## config.mk

```make
export PLATFORM = sky130hd
export DESIGN_NAME = ttl_74161_flat
export DESIGN_NICKNAME = d
export VERILOG_FILES = /design/src/rtl/ttl_74161_if.sv /design/src/rtl/ttl_74161.sv /design/src/flat_wrapper.sv
export SDC_FILE = /design/constraint.sdc
export NUM_CORES = 1
export LEC_CHECK = 0
export CAP_MARGIN = 40
export CORE_AREA = 3 3 40 42
export CTS_CLUSTER_DIAMETER = 80
export DETAILED_ROUTE_END_ITERATION = 7
export DIE_AREA = 0 0 43 45
export PLACE_DENSITY = 0.4
export REMOVE_ABC_BUFFERS = 1
export SYNTH_ARGS = -nofsm -noshare
export SYNTH_HDL_FRONTEND = slang
export SYNTH_SLANG_ARGS = --single-unit
export TNS_END_PERCENT = 10
```

## constraint.sdc

```tcl
create_clock -name Clk -period 3 [get_ports Clk]
set_clock_uncertainty 0.05 [all_clocks]
set_input_delay 0.6 -clock Clk [delete_from_list [all_inputs] [get_ports Clk]]
set_output_delay 0.6 -clock Clk [all_outputs]
set_load 0.02 [all_outputs]
```

## src/rtl/ttl_74161_if.sv

```systemverilog
// rtl/ttl_74161_if.sv - load/enable/data/count bundle for the presettable counter
interface ttl_74161_if #(
   parameter int WIDTH = 4
);
   logic             Load_bar;
   logic             ENP;
   logic             ENT;
   logic [WIDTH-1:0] D;
   logic [WIDTH-1:0] Q;
   logic             RCO;

   modport master (
      output Load_bar,
      output ENP,
      output ENT,
      output D,
      input  Q,
      input  RCO
   );

   modport slave (
      input  Load_bar,
      input  ENP,
      input  ENT,
      input  D,
      output Q,
      output RCO
   );
endinterface

```

## src/rtl/ttl_74161.sv

```systemverilog
// rtl/ttl_74161.sv - presettable synchronous binary counter with async clear and ripple carry
module ttl_74161 #(
   parameter int WIDTH      = 4,
   parameter int DELAY_RISE = 0,
   parameter int DELAY_FALL = 0
) (
   input  logic        Clk,
   input  logic        Clear_bar,
   ttl_74161_if.slave  bus
);
   logic [WIDTH-1:0] count;
   logic             carry;

   // Load beats counting; ENP and ENT must both be high to advance.
   always_ff @(posedge Clk or negedge Clear_bar) begin
      if (!Clear_bar) begin
         count <= '0;
      end else if (!bus.Load_bar) begin
         count <= bus.D;
      end else if (bus.ENP && bus.ENT) begin
         count <= count + WIDTH'(1);
      end
   end

   // ENT alone gates the carry so a cascade stage only sees carry from the stage below.
   assign carry = bus.ENT && (count == {WIDTH{1'b1}});

   generate
      if (DELAY_RISE == 0 && DELAY_FALL == 0) begin : g_no_delay
         assign bus.Q   = count;
         assign bus.RCO = carry;
      end else begin : g_delay
         assign #(DELAY_RISE, DELAY_FALL) bus.Q   = count;
         assign #(DELAY_RISE, DELAY_FALL) bus.RCO = carry;
      end
   endgenerate
endmodule

```

## src/flat_wrapper.sv

```systemverilog
// flat-port wrapper written by rule: the top's interface ports become plain ports
module ttl_74161_flat 
#(
   parameter int WIDTH      = 4,
   parameter int DELAY_RISE = 0,
   parameter int DELAY_FALL = 0
)
  (Clk, Clear_bar, bus_Load_bar, bus_ENP, bus_ENT, bus_D, bus_Q, bus_RCO);
  ttl_74161_if #(.WIDTH(WIDTH)) bus_i ();
  input  logic Clk;
  input  logic Clear_bar;
  input wire logic [$bits(bus_i.Load_bar)-1:0] bus_Load_bar;
  input wire logic [$bits(bus_i.ENP)-1:0] bus_ENP;
  input wire logic [$bits(bus_i.ENT)-1:0] bus_ENT;
  input wire logic [$bits(bus_i.D)-1:0] bus_D;
  output wire logic [$bits(bus_i.Q)-1:0] bus_Q;
  output wire logic [$bits(bus_i.RCO)-1:0] bus_RCO;
  assign bus_i.Load_bar = bus_Load_bar;
  assign bus_i.ENP = bus_ENP;
  assign bus_i.ENT = bus_ENT;
  assign bus_i.D = bus_D;
  assign bus_Q = bus_i.Q;
  assign bus_RCO = bus_i.RCO;
  ttl_74161 #(.WIDTH(WIDTH), .DELAY_RISE(DELAY_RISE), .DELAY_FALL(DELAY_FALL)) u_core (.Clk(Clk), .Clear_bar(Clear_bar), .bus(bus_i));
endmodule
```

==> results by group <==
Finish
  • Largest register FFs: 4
  • Commonest non-fill, non-tap cell in the layout: clkdlybuf4s50_1
  • Share of layout cells above drive strength 1: 13.16%
  • FILL cells: 140
  • N_diodes: 0
  • Nets: 50
  • Design Area, Final: 385.4 um2
  • Area grow syn2layout: 77.01%
  • Most frequent cells in the layout: clkdlybuf4s50_1, nor2_1, dfrtp_1

Clocking
  • Worst skew pair latency: 240 ps
  • Number of H-tree levels: 1
  • Clk slew on worst S/H paths: 40 ps
  • Clock root buffer: clkbuf_4
  • Post-CTS Resized: 0
  • CTS tree: yes
  • CTS Hold Bufs: 0
  • Num CTS Buffers: 3
  • Post-CTS Setup Bufs: 0
  • CTS sink count: 4
  • Longest Clk Path Bufs: 2

GRT
  • Initial antenna violation count: 0
  • Via count of the first global-routing pass: 193
  • Global-route wire length before repair: 855 um
  • Remaining Overflow, GRT: 0
  • Tot GR Track Use: 6.767%
  • Largest net degree at the start of global routing: 9

Setup path
  • Startpoint Class: primary input
  • Critical Path Fanout Max: 3
  • CP Data Arrival Time: 1940 ps
  • CP Class: in -> out
  • Crit. End Element: output pin
  • CP required: 2350 ps

Power and ir drop
  • Switching Share: 28.27%
  • Gate power share: 28.4%
  • Clk pwr share: 35.8%
  • Pwr Density: 489.4 nW/um2
  • Peak VDD IR: 0.1793 mV
  • Tot Pwr: 188.6 uW
  • P_leak: 0.1546 nW
  • Psw: 53.31 uW
  • Internal Power: 135.3 uW
  • Seq pwr share: 35.8%

Yosys
  • Syn Area/Cell: 9.466 um2
  • Post-synthesis mux area share: 4.598%
  • Yosys warnings: 0
  • Main combinational cell family by area after synthesis: simple AND/OR/NAND/NOR gates
  • Post-synthesis adder-cell area fraction: 5.747%
  • Cells after Synth: 23
  • Synth cell types: 13
  • Synth Area in Simple Gates: 21.84%
  • Yosys reg bits: 4
  • Register area share after synthesis: 45.98%
  • Netlist Area Pre-Place: 217.7 um2
  • Synth Area in Compound Gates: 12.07%
  • Xor and xnor area share after synthesis: 8.046%

Timing
  • Slew HR: 81.00%
  • Fin crit period: 2585 ps
  • # setup viols final: 0
  • Worst-margin pin slew: 284.1 ps
  • Setup TNS: 0 ps
  • Max Slew Vio Count: 0
  • RSZ-0062 raised after global routing: no
  • Hold_ws: 523.1 ps
  • Hold Violations, Final: 0
  • Fin crit share: 86.17%
  • FMAX: 0.3868 GHz

Routing
  • Vias: 220
  • DR WL/cell: 10.72 um
  • Final wirelength: 568 um
  • Initial DRC count: 2
  • Post-route ant nets: 0
  • Detailed-route DRC error count: 0
  • DRT Pass-1 Iters: 2
  • Drt via density: 4.151

Placed design
  • Gpl congestion: 0.7011
  • I/O Buffers: 13
  • Dpl cell area: 362.8 um2

Floorplanning
  • Die width: 43 um
  • Die ar.: 1935 um2
  • Std cell rows: 13
  • # IOs: 14
  • Initial core utilization: 16.94%
  • Core Region: 1285 um2
  • Vert. Die Dim: 45 um

Job
  • Max_cap viols: 0

Min path
  • Hold Path Class: in -> async

Outcome
  • Status: complete, no violations
[synthesized netlist by cell type, drive strengths merged]
cell type / count / area, um2
and4: 1 / 10.01
or3: 1 / 6.260
mux2i: 1 / 10.01
ha: 1 / 12.51
o21ai: 1 / 5.000
dfrtp: 4 / 100.1
a21oi: 3 / 15.01
nand2: 1 / 6.260
nand3: 2 / 10.01
nor2: 4 / 15.01
a31oi: 1 / 6.260
xor2: 2 / 17.52
clkbuf: 1 / 3.750
[metal layers]
layer | track usage (%) | routed length (um) | up-vias
met2 | 6.587 | 201 | 15
li1 | - | - | 115
met3 | 4.781 | 91 | 2
met5 | 0 | 0 | -
met4 | 7.229 | 15 | 0
met1 | 8.516 | 260 | 88
[per-stage QoR]
| step | instances | util, % | setup slack (ps) |
|---|---|---|---|
| 6_report | 53 | 29.99 | 415.0 |
| 5_1_grt | 53 | 29.99 | 382.3 |
| 4_1_cts | 53 | 29.99 | 402.5 |
| 3_5_place_dp | 50 | 28.24 | 406.8 |
| 3_3_place_gp | 50 | 28.24 | 435.1 |
| 2_1_floorplan | 22 | - | 1407 |
[cell type report]
class | instances | area [um2] | area share [%]
repair buffers | 13 | 130.1 | 33.77
flip-flops and latches | 4 | 100.1 | 25.97
multi-input cells | 18 | 113.9 | 29.55
clock buffers | 3 | 22.52 | 5.844
well taps | 15 | 18.77 | 4.870
[cells by family (layout without fill, tap and decap cells)]
kind of cell | Yosys count | after routing
flip-flops | 4 | 4
XOR/XNOR | 2 | 2
AND/OR/NAND/NOR | 9 | 9
multiplexers | 1 | 1
AO/OA/AOI/OAI | 5 | 5
adder cells (fa/ha/maj) | 1 | 1
buffers and inverters | 1 | 16
[power groups by stage]
stage | logic [mW] | registers, mW | clock network, mW
detailed placement | 0.0541 | 0.0683 | 0
CTS | 0.0545 | 0.0676 | 0.0717
floorplan | 0.0159 | 0.0751 | 0
finish | 0.0536 | 0.0675 | 0.0675
global route | 0.0589 | 0.0690 | 0.0747
global placement | 0.0541 | 0.0682 | 0
[worst max-delay path, cell delays in order]
cell	delay, ps
clkdlybuf4s50_1	510
and4_2	220
clkdlybuf4s50_1	590
[path summary, 6_finish.rpt]
| kind | slack (ps) | endpoint | cells past startpoint | start |
|---|---|---|---|---|
| worst max-delay path | 410 | bus_RCO | 3 | bus_ENT |
| worst min-delay path | 520 | u_core.bus.Q[2] | 1 | Clear_bar |
| worst max register to register | 1870 | u_core.bus.Q[2] | 4 | u_core.bus.Q[0] |
| worst min register to register | 550 | u_core.bus.Q[3] | 2 | u_core.bus.Q[3] |
| max in group asynchronous | 2200 | u_core.bus.Q[3] | 1 | Clear_bar |
| min in group Clk | 550 | u_core.bus.Q[3] | 2 | u_core.bus.Q[3] |
(Power assumes the default switching activity.)
